**src/rtl/traffic_obstacle_engine.sv**
```systemverilog
// ---------------------------------------------------------------------------
// traffic_obstacle_engine
//   Obstacle-traffic engine for the racing game. N_CARS slots fall down
//   N_LANES lanes at a level-dependent rate. The block keeps the score (cars
//   dodged) and the level. For every dtg pixel it reports which car covers
//   that pixel, as a slot index plus an in-sprite offset, so one car ROM
//   downstream serves all slots.
//
//   Optional feature macro: LFSR_LANE_EN
//     defined   -> spawn lane = LFSR[7:0] mod N_LANES (16-bit Fibonacci LFSR,
//                  taps 16,14,13,11, advancing every unpaused clock)
//     undefined -> spawn lane = round-robin pointer, +1 per spawn
//
// Ports
//   clk_i          system clock
//   reset_i        synchronous, active-high reset
//   pause_i        freezes counters, positions, spawn and retire
//   pix_row_i      current dtg row (10 bit)
//   pix_col_i      current dtg column (10 bit)
//   move_tick_o    1-cycle pulse per move step
//   level_out_o    current level 0..3
//   score_out_o    cars dodged
//   active_mask_o  bit i = slot i active
//   obj_hit_o      a car covers the pixel sampled on the previous cycle
//   obj_idx_o      slot index of the hit (lowest index wins)
//   spr_row_o      pix_row - car_y of the hit car (0 when no hit)
//   spr_col_o      pix_col - car_x of the hit car (0 when no hit)
// ---------------------------------------------------------------------------
module traffic_obstacle_engine #(
    parameter int N_CARS     = 6,
    parameter int N_LANES    = 3,
    parameter int LANE_X0    = 150,
    parameter int LANE_PITCH = 130,
    parameter int CAR_W      = 40,
    parameter int CAR_H      = 64,
    parameter int SCREEN_H   = 480,
    parameter int STEP       = 4,
    parameter int SPAWN_GAP  = 100,
    parameter int CLK_HZ     = 100000000,
    parameter int BASE_HZ    = 500,
    parameter int DIV_L0     = 8,
    parameter int DIV_L1     = 6,
    parameter int DIV_L2     = 4,
    parameter int DIV_L3     = 2,
    parameter int LVL1       = 11,
    parameter int LVL2       = 21,
    parameter int LVL3       = 36,
    parameter int SCORE_MAX  = 50,
    localparam int IW        = (N_CARS > 1) ? $clog2(N_CARS) : 1
) (
    input  logic              clk_i,
    input  logic              reset_i,
    input  logic              pause_i,
    input  logic [9:0]        pix_row_i,
    input  logic [9:0]        pix_col_i,
    output logic              move_tick_o,
    output logic [1:0]        level_out_o,
    output logic [6:0]        score_out_o,
    output logic [N_CARS-1:0] active_mask_o,
    output logic              obj_hit_o,
    output logic [IW-1:0]     obj_idx_o,
    output logic [6:0]        spr_row_o,
    output logic [5:0]        spr_col_o
);

    localparam int BASE_DIV = CLK_HZ / BASE_HZ;
    localparam int BW       = (BASE_DIV > 1) ? $clog2(BASE_DIV) : 1;
    localparam int LW       = (N_LANES > 1) ? $clog2(N_LANES) : 1;
    localparam logic [BW-1:0] BASE_LAST = BW'(BASE_DIV - 1);

    function automatic logic [1:0] level_of(input logic [6:0] s);
        if (s >= 7'(LVL3)) begin
            return 2'd3;
        end else if (s >= 7'(LVL2)) begin
            return 2'd2;
        end else if (s >= 7'(LVL1)) begin
            return 2'd1;
        end else begin
            return 2'd0;
        end
    endfunction

    logic [BW-1:0]            base_cnt_q, base_cnt_d;
    logic [3:0]               div_cnt_q, div_cnt_d;
    logic [3:0]               div_lim_s;
    logic                     base_tick_s, move_s;
    logic [N_CARS-1:0]        active_q, active_d;
    logic [N_CARS-1:0][9:0]   y_q, y_d, x_q, x_d;
    logic [IW-1:0]            newest_q, newest_d;
    logic [6:0]               score_q, score_d, score_sum_s;
    logic [1:0]               level_q, level_d;
    logic                     move_tick_q;
    logic [3:0]               retire_cnt_s;
    logic                     spawn_found_s, gap_ok_s, spawn_s;
    logic [IW-1:0]            spawn_idx_s;
    logic [LW-1:0]            lane_sel_s;
    logic [9:0]               lane_x_s;
    logic                     hit_d, hit_q;
    logic [IW-1:0]            idx_d, idx_q;
    logic [6:0]               srow_d, srow_q;
    logic [5:0]               scol_d, scol_q;

    // Move divider limit follows the registered level.
    always_comb begin
        case (level_q)
            2'd0:    div_lim_s = 4'(DIV_L0);
            2'd1:    div_lim_s = 4'(DIV_L1);
            2'd2:    div_lim_s = 4'(DIV_L2);
            2'd3:    div_lim_s = 4'(DIV_L3);
            default: div_lim_s = 4'(DIV_L0);
        endcase
    end

    // '>=' only matters if the limit ever drops below a running count; it then
    // fires at once instead of running the 4-bit counter round.
    assign base_tick_s = !pause_i && (base_cnt_q == BASE_LAST);
    assign move_s      = base_tick_s && (div_cnt_q >= div_lim_s);

    // Base and divider counters; both hold while paused.
    always_comb begin
        base_cnt_d = base_cnt_q;
        div_cnt_d  = div_cnt_q;
        if (pause_i) begin
            base_cnt_d = base_cnt_q;
        end else if (base_cnt_q == BASE_LAST) begin
            base_cnt_d = '0;
            div_cnt_d  = move_s ? 4'd0 : div_cnt_q + 4'd1;
        end else begin
            base_cnt_d = base_cnt_q + BW'(1);
        end
    end

`ifdef LFSR_LANE_EN
    logic [15:0] lfsr_q, lfsr_d;

    // Fibonacci LFSR, taps 16,14,13,11, free-running while not paused.
    always_comb begin
        lfsr_d = lfsr_q;
        if (!pause_i) begin
            lfsr_d = {lfsr_q[14:0], lfsr_q[15] ^ lfsr_q[13] ^ lfsr_q[12] ^ lfsr_q[10]};
        end else begin
            lfsr_d = lfsr_q;
        end
    end

    assign lane_sel_s = LW'(lfsr_q[7:0] % 8'(N_LANES));

    // LFSR state register.
    always_ff @(posedge clk_i) begin
        if (reset_i) begin
            lfsr_q <= 16'hACE1;
        end else begin
            lfsr_q <= lfsr_d;
        end
    end
`else
    logic [LW-1:0] lane_ptr_q, lane_ptr_d;

    // Round-robin lane pointer advances once per spawn.
    always_comb begin
        lane_ptr_d = lane_ptr_q;
        if (spawn_s) begin
            lane_ptr_d = (lane_ptr_q == LW'(N_LANES - 1)) ? '0 : lane_ptr_q + LW'(1);
        end else begin
            lane_ptr_d = lane_ptr_q;
        end
    end

    assign lane_sel_s = lane_ptr_q;

    // Lane pointer register.
    always_ff @(posedge clk_i) begin
        if (reset_i) begin
            lane_ptr_q <= '0;
        end else begin
            lane_ptr_q <= lane_ptr_d;
        end
    end
`endif

    assign lane_x_s = 10'(LANE_X0 + LANE_PITCH * int'(lane_sel_s));

    // Spawn choice from pre-tick state: lowest inactive slot, gated by the gap
    // behind the newest car. A slot retiring this tick is still active here,
    // so it cannot be picked on the same tick.
    always_comb begin
        spawn_found_s = 1'b0;
        spawn_idx_s   = '0;
        for (int i = N_CARS - 1; i >= 0; i--) begin
            spawn_found_s = active_q[i] ? spawn_found_s : 1'b1;
            spawn_idx_s   = active_q[i] ? spawn_idx_s : IW'(i);
        end
        gap_ok_s = (active_q == '0) || (y_q[newest_q] >= 10'(SPAWN_GAP));
        spawn_s  = move_s && spawn_found_s && gap_ok_s;
    end

    // Slot movement, retirement and spawning on a move tick.
    always_comb begin
        active_d     = active_q;
        y_d          = y_q;
        x_d          = x_q;
        newest_d     = newest_q;
        retire_cnt_s = 4'd0;
        if (move_s) begin
            for (int i = 0; i < N_CARS; i++) begin
                if (!active_q[i]) begin
                    y_d[i] = y_q[i];
                end else if (y_q[i] >= 10'(SCREEN_H)) begin
                    active_d[i]  = 1'b0;
                    y_d[i]       = 10'd0;
                    retire_cnt_s = retire_cnt_s + 4'd1;
                end else begin
                    y_d[i] = y_q[i] + 10'(STEP);
                end
            end
        end else begin
            retire_cnt_s = 4'd0;
        end
        if (spawn_s) begin
            active_d[spawn_idx_s] = 1'b1;
            y_d[spawn_idx_s]      = 10'd0;
            x_d[spawn_idx_s]      = lane_x_s;
            newest_d              = spawn_idx_s;
        end else begin
            newest_d = newest_q;
        end
    end

    // Score accumulates retires; overflow past SCORE_MAX restarts score and level.
    always_comb begin
        score_sum_s = score_q + 7'(retire_cnt_s);
        if (score_sum_s > 7'(SCORE_MAX)) begin
            score_d = 7'd0;
            level_d = 2'd0;
        end else begin
            score_d = score_sum_s;
            level_d = level_of(score_q);
        end
    end

    // Pixel coverage; scanning downwards so the lowest covering index wins.
    always_comb begin
        hit_d  = 1'b0;
        idx_d  = '0;
        srow_d = 7'd0;
        scol_d = 6'd0;
        for (int i = N_CARS - 1; i >= 0; i--) begin
            if (active_q[i]
                && ({1'b0, pix_col_i} >= {1'b0, x_q[i]})
                && ({1'b0, pix_col_i} <  {1'b0, x_q[i]} + 11'(CAR_W))
                && ({1'b0, pix_row_i} >= {1'b0, y_q[i]})
                && ({1'b0, pix_row_i} <  {1'b0, y_q[i]} + 11'(CAR_H))) begin
                hit_d  = 1'b1;
                idx_d  = IW'(i);
                srow_d = 7'(pix_row_i - y_q[i]);
                scol_d = 6'(pix_col_i - x_q[i]);
            end else begin
                hit_d = hit_d;
            end
        end
    end

    // Game state registers.
    always_ff @(posedge clk_i) begin
        if (reset_i) begin
            base_cnt_q  <= '0;
            div_cnt_q   <= 4'd0;
            active_q    <= '0;
            y_q         <= '0;
            x_q         <= '0;
            newest_q    <= '0;
            score_q     <= 7'd0;
            level_q     <= 2'd0;
            move_tick_q <= 1'b0;
        end else begin
            base_cnt_q  <= base_cnt_d;
            div_cnt_q   <= div_cnt_d;
            active_q    <= active_d;
            y_q         <= y_d;
            x_q         <= x_d;
            newest_q    <= newest_d;
            score_q     <= score_d;
            level_q     <= level_d;
            move_tick_q <= move_s;
        end
    end

    // Render result registers; they keep updating while paused.
    always_ff @(posedge clk_i) begin
        if (reset_i) begin
            hit_q  <= 1'b0;
            idx_q  <= '0;
            srow_q <= 7'd0;
            scol_q <= 6'd0;
        end else begin
            hit_q  <= hit_d;
            idx_q  <= idx_d;
            srow_q <= srow_d;
            scol_q <= scol_d;
        end
    end

    assign move_tick_o   = move_tick_q;
    assign level_out_o   = level_q;
    assign score_out_o   = score_q;
    assign active_mask_o = active_q;
    assign obj_hit_o     = hit_q;
    assign obj_idx_o     = idx_q;
    assign spr_row_o     = srow_q;
    assign spr_col_o     = scol_q;

endmodule
```
**config.mk**
```make
export PLATFORM = sky130hd
export DESIGN_NAME = traffic_obstacle_engine
export DESIGN_NICKNAME = d
export VERILOG_FILES = /design/src/rtl/traffic_obstacle_engine.sv
export SDC_FILE = /design/constraint.sdc
export NUM_CORES = 1
export LEC_CHECK = 0
export ABC_AREA = 1
export BUFFER_PORTS_ARGS = -buffer_cell sky130_fd_sc_hd__buf_2
export CORE_MARGIN = 10
export CORE_UTILIZATION = 25
export CTS_CLUSTER_SIZE = 25
export DETAILED_ROUTE_END_ITERATION = 8
export GPL_ROUTABILITY_DRIVEN = 0
export MAX_ROUTING_LAYER = met4
export PLACE_DENSITY = 0.51
export SLEW_MARGIN = 20
export SYNTH_ARGS = -nofsm -noshare
export SYNTH_HDL_FRONTEND = slang
export SYNTH_SLANG_ARGS = --single-unit
```
**constraint.sdc**
```tcl
create_clock -name clk_i -period 5.7 [get_ports clk_i]
set_input_delay 0.285 -clock clk_i [delete_from_list [all_inputs] [get_ports clk_i]]
set_output_delay 0.285 -clock clk_i [all_outputs]
set_load 0.01 [all_outputs]
```
==> Word-level counts from Yosys, hierarchy flattened <==
Index checks and enable logic that the tools add are counted.
W data, S select, Z words.
{ "totals": {"output_inout_bits": 33, "elab_cells": 248, "regBits": 180, "inputBits": 23} }
{ "classes": {"order_cmp": 39, "eq_ne": 5, "n_bitwise": 4, "n_addsub": 40, "n_reduce_logical": 38, "mux": 95, "multipliers": 1} }
{ "op_table": {"columns": ["cell", "n"], "rows": [
  ["$mux W10", 14],
  ["$lt A10 B11 Y1", 12],
  ["$ge A10 B10 Y1", 12],
  ["$mux W60", 2],
  ["$mux W4", 17],
  ["$add A10 B6 Y11 const B", 6],
  ["$add A10 B7 Y11 const B", 6],
  ["$add A10 B3 Y10 const B", 6],
  ["$and A60 B60 Y60", 1],
  ["$bwmux W60", 1],
  ["$ge A10 B9 Y1 const B", 6],
  ["$not A60 Y60", 1],
  ["$mux W6", 8],
  ["$mux W7", 6],
  ["$sub A7 B7 Y7", 6],
  ["$sub A6 B6 Y6", 6],
  ["$bmux W10 S3", 1],
  ["$demux W10 S3", 1],
  ["$logic_and A1 B1 Y1", 29],
  ["$mux W1", 29],
  ["$add A4 B1 Y4 const B", 6],
  ["$mux W3", 8],
  ["$add A18 B1 Y18 const B", 1],
  ["$eq A18 B18 Y1 const B", 1],
  ["28 further kinds", 36]
]} }

==> Logic depth before layout (Yosys ltp) <==
Gate-level depths: netlist (run 1).
{ "depth": {"ltp_word": 28, "ltp_mapped": 33, "ltp_nobuf": 33} }

==> Worst setup path after synthesis (run 1) <==
No wires, ideal clock.
{ "synth_path": {"kind": "register to register", "from": "register y_q[6] (netlist name)", "to": "register score_q[5], in the netlist score_out_o[5]", "path_buffers": 0, "arrival_time_ns": 4.354, "required_ns": 5.644, "setup_ns": 0.056, "slack_ns": 1.289, "path_stages_with_launch": 31, "period_less_slack_ns": 4.411, "cell_sequence": "dfxtp_1 -> ha_1 -> nand3_1 -> nand2_1 -> inv_2 -> nor2_4 -> ha_1 -> nand2_1 -> nand2_2 -> ha_1 -> o21ai_1 -> inv_1 -> nand3_1 -> nand2_1 -> inv_1 -> ha_1 -> nand2_1 -> o21ai_2 -> ha_1 -> nor2_1 -> nor2_1 -> o21ai_0 -> fa_1 -> o21ai_0 -> nand2_1 -> o21ai_0 -> nand3b_1 -> nor2_1 -> inv_1 -> or2_2 -> inv_1"} }
{ "synth_via": {"elab_chain_cells": 27} }
{ "synth_rtl": {"columns": ["element", "line", "source"], "rows": [
  ["start: declaration", "88", "logic [N_CARS-1:0][9:0] y_q, y_d, x_q, x_d;"],
  ["start signal: assignment", "279", "y_q <= y_d;"],
  ["$ge A10 B9 Y1 *", "208", "end else if (y_q[i] >= 10'(SCREEN_H)) begin"],
  ["$mux W1 *", "208", null],
  ["$mux W1 *", "206", "if (!active_q[i]) begin"],
  ["$mux W4 *", "204", "if (move_s) begin"],
  ["$add A4 B1 Y4", "211", "retire_cnt_s = retire_cnt_s + 4'd1;"],
  ["$mux W4", "208", null],
  ["$mux W4 *", "206", null],
  ["$mux W4 *", "204", null],
  ["[11 not listed]", null, null],
  ["$mux W4 *", "204", null],
  ["$add A4 B1 Y4", "211", null],
  ["$mux W4", "208", null],
  ["$mux W4 *", "206", null],
  ["$mux W4 *", "204", null],
  ["$add A7 B4 Y7 *", "231", "score_sum_s = score_q + 7'(retire_cnt_s);"],
  ["$gt A7 B6 Y1", "232", "if (score_sum_s > 7'(SCORE_MAX)) begin"],
  ["$reduce_or A2 Y1 (no source line)", null, null],
  ["end signal: assignment", "282", "score_q <= score_d;"],
  ["end: declaration", "90", "logic [6:0] score_q, score_d, score_sum_s;"]
]} }
Every way passes the cells marked *; elsewhere a longest branch is shown, timed or not. The select of a mux whose other input is x is not followed.
A chain may end at the register's enable or synchronous reset.

==> Worst setup path after layout (run 1) <==
Ends and elaborated chain as after synthesis.

==> reports/metrics.cfg, run 1 <==
[run_status]
status = completed

[route]
drtIter0Drc = 918
vias = 13433
viasPerCell = 4.87
routed_wirelength_mm = 47.1
firstDrtPassIters = 5
drc = 0
drtAntennaViolNets = 0
wl_per_cell_um = 17.1

[sta]
min_period_ns = 4.99
maxSlewViolCount = 0
finalSetupViolations = 0
relSlewSlack = 0.363
worst_pin_slew_ns = 0.948
period_share = 0.875
setup_ws_ns = 0.711
rsz0062_at_grt = no
setup-tns-final_ns = 0
hold_viol_final = 0
fmax_mhz = 200
hold_ws_ns = 0.195
clock_skew_ns = 0.0111

[global_route]
grt_first_pass_wirelength_mm = 72.1
overflow = 0
grt_max_degree = 50
track_usage = 0.149
antenna_found_initial = 0
grt_pass1_vias = 12796

[cts]
numCtsBuffers = 17
cts.sinks = 156
clock_latency_ns = 0.47
htree_num_levels = 4
post_cts_buffers = 0
cts_buffer_depth = 2
root_buffer = clkbuf_16
cts_tree = done
ctsHoldBuffers = 0
clk_pin_slew_ns = 0.08
cts_resized = 0

[floorplanning]
dieArea_mm2 = 0.0648
num_rows = 85
core_mm2 = 0.0541
io_pins = 56
dieWidth_um = 255
die_y_um = 255
start_util = 0.254

[final_layout]
design_area_mm2 = 0.0154
nNetsFinal = 2281
drive_gt1_frac = 0.0852
n_antenna_cell = 0
syn2layout_area_growth_pct = 12.0

[place]
dp_hpwl_mm = 37.3
postPlaceCellArea_mm2 = 0.0148
portBuffers = 55
pre_cts_ws_ns = 0.734

[synth]
netlist_top_cells_area = dfxtp_1 (23%), ha_1 (18%), nand2_1 (10%)
yosys-top-cells-count = nand2_1 (372), inv_1 (303), ha_1 (199)
synth_top_area_frac = 0.227
synth.distinct_cells = 70
synth_most_common_cell = nand2_1
ys_warn_count = 0
synthArstFlopShare = 0
synth_area_leader_cell = dfxtp_1
synth_nets = 2230
ys.flop_type = dfxtp_1
syn_area_mm2 = 0.0138
syn-mean-instance-area_um2 = 6.88
synth_cells = 2001
synth_edf_count = 0
synth_seq_cells = 156
seq_area_frac_synth = 0.227

[setup_path]
rrSetupSlack_ns = 0.71
cp_slowest_cell = fa_1
worst-r2r-cell-count = 29
r2r-start = y_q[6]
path_common_cell = ha_1
crit_start = y_q[6]
worstPathMaxFanout = 8
cp-end-kind = register
critPathArrivalTime_ns = 5.40
crit_type = reg -> reg
worstPathRequired_ns = 6.11
cp_slowest_stage_delay_ns = 0.47
start_kind = register
r2r-end = score_out_o[5]

[min_path]
worstHoldStart = pause_i
hold_path.class = in -> reg
min_to = base_cnt_q[0]
hold_depth = 3

[pwr]
p_leak_uw = 0.00654
power_uw = 2630
ir_drop_uv = 166
p_per_area_mw_per_mm2 = 170

[job]
max_cap_violations = 0

==> sequential cells by signal (all words and copies together), names as in the netlist, 4 cells and up <==
| signal | cells |
|---|---|
| spr_row_o | 7 |
| y_q | 60 |
| score_out_o | 7 |
| div_cnt_q | 4 |
| spr_col_o | 6 |
| x_q | 36 |
| base_cnt_q | 18 |
| active_mask_o | 6 |
==> worst max path at each step <==
| stage | to | cells past startpoint |
|---|---|---|
| final | score_out_o[5] | 29 |
| after global placement | score_out_o[5] | 29 |
| after global routing | score_out_o[5] | 30 |
| after floorplan | score_out_o[5] | 30 |
| after detailed placement | score_out_o[5] | 29 |
| after CTS | score_out_o[5] | 29 |
==> through the flow <==
step	cells	util
global route	2761	0.285
global placement	2729	0.274
detailed placement	2729	0.274
CTS	2761	0.285
finish	2761	0.285
floorplan	2001	-
==> power breakdown <==
group          switching [µW]  total (µW)  internal (µW)
Combinational             220         333            113
Sequential               1.86        1090           1090
Clock                     577        1200            625
==> per-layer routing <==
layer | vias up | global-route usage | wire length (µm)
met4 | 0 | 0.0457 | 1350
li1 | 6737 | - | -
met2 | 360 | 0.240 | 21500
met1 | 6277 | 0.185 | 21500
met3 | 59 | 0.0286 | 2740
met5 | - | - | 0
==> cells by family (layout without fill, tap and decap cells) <==
family | after synthesis | after routing | synth area share
compound gates | 352 | 352 | 0.144
other cells | 1 | 1 | 0.000272
flops | 156 | 156 | 0.227
fa+ha+maj | 206 | 206 | 0.191
buf+inv | 353 | 417 | 0.0996
xor+xnor | 87 | 87 | 0.0559
simple gates | 846 | 846 | 0.282
==> cell type report <==
cell class,count,area [µm²]
fillers,5930,38700
multi-input cells,1492,9270
flip-flops and latches,156,3120
inverters,321,1200
well taps,696,871
clock buffers,17,425
repair buffers,64,343
clock inverters,15,169
==> placed cells by master, fill, tap and decap left out, types with 4 or more instances in the layout <==
cell         n
nand2_1    372
inv_1      303
ha_1       199
nor2_1     187
a21oi_1    161
dfxtp_1    156
nand3_1    116
o21ai_0    106
xor2_1      67
buf_2       55
nor3_1      48
nand4_1     42
xnor2_1     19
inv_2       18
clkbuf_16   17
nand2_2     13
nor4_1      12
o21a_1      11
o22ai_1     11
or2_2        9
buf_4        9
nor2_2       8
o211ai_1     8
fa_1         7
a31oi_1      6
o21ai_1      6
nand3b_1     6
a211oi_1     6
nor2_4       5
a21o_1       5
inv_8        5
o32ai_1      4
o21bai_1     4
nor3_2       4
a221oi_1     4
inv_6        4
==> worst max-delay path, delay by kind of cell, from the launching register on <==
family | cells | cell delay [ns]
AO/OA/AOI/OAI | 6 | 1.01
adder cells (fa/ha/maj) | 6 | 1.85
buffers and inverters | 5 | 0.49
flip-flops | 1 | 0.36
AND/OR/NAND/NOR | 12 | 1.21
Note: power is estimated with default switching activity, not from simulation.
==> run 2, diff against run 1 <==
BUFFER_PORTS_ARGS = -buffer_cell sky130_fd_sc_hd__buf_4   (was -buffer_cell sky130_fd_sc_hd__buf_2)
CORE_ASPECT_RATIO = 1.1   (was default)
SKIP_LAST_GASP = 1   (was default)
==> run 2 against run 1 <==
Compared with the run above:
- power up 4.3%
- first-iteration DRC count down 4.0%
- wire length down 0.38%
- critical endpoint unchanged
- fmax up 1.0%
- count of clock-buffer cells in the layout up 2
- flip-flop and latch count unchanged
- design area up 1.6%
- highest routed layer unchanged
- largest cell class unchanged
- non-clock buffer count down 1
- largest power group unchanged
- setup slack better by 0.051 ns
==> reports/metrics.cfg, run 2 (synthesis gave the netlist of run 1 again) <==
[sta]
min_period_ns = 4.94
fmax_mhz = 203
period_share = 0.866
clock_skew_ns = 0.0143
worst_pin_slew_ns = 1.00
hold_viol_final = 0
setup-tns-final_ns = 0
rsz0062_at_grt = no
maxSlewViolCount = 0
hold_ws_ns = 0.137
finalSetupViolations = 0
relSlewSlack = 0.328

[route]
routed-wl-met3_mm = 1.95
wl_met2_mm = 22.9
vias = 13349
drc = 0
wl_per_cell_um = 16.7
drtIter0Drc = 881
viasPerCell = 4.77
drtAntennaViolNets = 0
routed_wirelength_mm = 46.9
firstDrtPassIters = 5
top_layer_used = met4
met1_length_mm = 20.5

[final_layout]
nNetsFinal = 2280
largest-register = y_q
drive_gt1_frac = 0.0843
layout_common_cells = nand2_1 (372), inv_1 (303), ha_1 (199)
syn2layout_area_growth_pct = 13.7
finalNonFillerCells = 2801
final_common_cell = nand2_1
largest_reg_flops = 60
largestRegisters = y_q: 60 flops, x_q: 36 flops, base_cnt_q: 18 flops

[pwr]
comb_power_share = 0.123
p_seq_frac = 0.399
power_switching_uw = 738
p_leak_uw = 0.00659
p_int_uw = 2000
ir_drop_uv = 229
sw_frac_of_total = 0.269
p_clk_frac = 0.478
p_per_area_mw_per_mm2 = 175

[floorplanning]
die_y_um = 266
dieArea_mm2 = 0.0648
io_pins = 56
num_rows = 90
core_mm2 = 0.0547
start_util = 0.251
dieWidth_um = 244

[global_route]
track_usage = 0.147
antenna_found_initial = 1
grt_pass1_vias = 13176
grt_first_pass_wirelength_mm = 72.9
overflow = 0
grt_max_degree = 50

[setup_path]
path_common_cell = ha_1
cp_slowest_cell = fa_1
crit_buf_inv = 5
worstPathMaxFanout = 8
crit_type = reg -> reg
path_delay_family = adder cells
worstPathRequired_ns = 6.10
cp-end-kind = register
start_kind = register
critPathArrivalTime_ns = 5.34
cp_slowest_stage_delay_ns = 0.47

[run_status]
status = completed

[cts]
numCtsBuffers = 17
cts_buffer_depth = 2
post_cts_buffers = 0
clock_latency_ns = 0.46
clk_pin_slew_ns = 0.06
root_buffer = clkbuf_16
htree_num_levels = 4
ctsHoldBuffers = 0
cts_tree = done
cts.sinks = 156
cts_resized = 0

[job]
max_cap_violations = 0

[place]
dp_hpwl_mm = 37.1
dp.cells = 2768
portBuffers = 55

[min_path]
hold_path.class = in -> reg

[run 2: cell types whose count changed in the layout (fill, tap and decap cells not counted), moves of 3 or more]
cell       before  now
inv_8           5    1
bufinv_16       1    5
buf_2          55    0
inv_6           4    1
buf_4           9   63
[run 2: layer usage]
metal  GRT usage  vias to the layer above
li1            -                     6720
met1       0.170                     6261
met2       0.252                      307
met3      0.0225                       61
met4      0.0584                        0
met5           -                        -
[run 2: worst paths after layout]
| check | slack (ns) | from | end | depth (start not counted) |
|---|---|---|---|---|
| max | 0.76 | y_q[6] | score_out_o[5] | 29 |
| min | 0.14 | pause_i | base_cnt_q[1] | 2 |
| max reg2reg | 0.76 | y_q[6] | score_out_o[5] | 29 |
| min reg2reg | 0.44 | y_q[50] | y_q[50] | 2 |
[run 2: layout make-up]
class                           instances  area (µm²)
Inverter                              321        1200
Timing Repair Buffer                   63         473
Clock inverter                         13         214
Fill cell                            6130       39100
Tap cell                              736         921
Multi-Input combinational cell       1492        9270
Clock buffer                           19         443
Sequential cell                       156        3120
Antenna cell                            1        2.50
[run 2: power groups by stage]
stage / Sequential (µW) / Clock, µW / Combinational, µW
3_3_place_gp: 1120 / 0 / 331
5_1_grt: 1090 / 1390 / 381
2_1_floorplan: 1120 / 0 / 221
6_report: 1090 / 1310 / 337
4_1_cts: 1090 / 1340 / 337
3_5_place_dp: 1120 / 0 / 336
[run 2: stage by stage]
step / power [µW] / utilization / area (µm²) / setup WS [ns]
floorplan: 1340 / - / 13800 / 1.29
global placement: 1450 / 0.274 / 15000 / 0.878
detailed placement: 1450 / 0.274 / 15000 / 0.805
CTS: 2770 / 0.286 / 15700 / 0.780
global route: 2860 / 0.286 / 15700 / 0.148
finish: 2740 / 0.286 / 15700 / 0.762
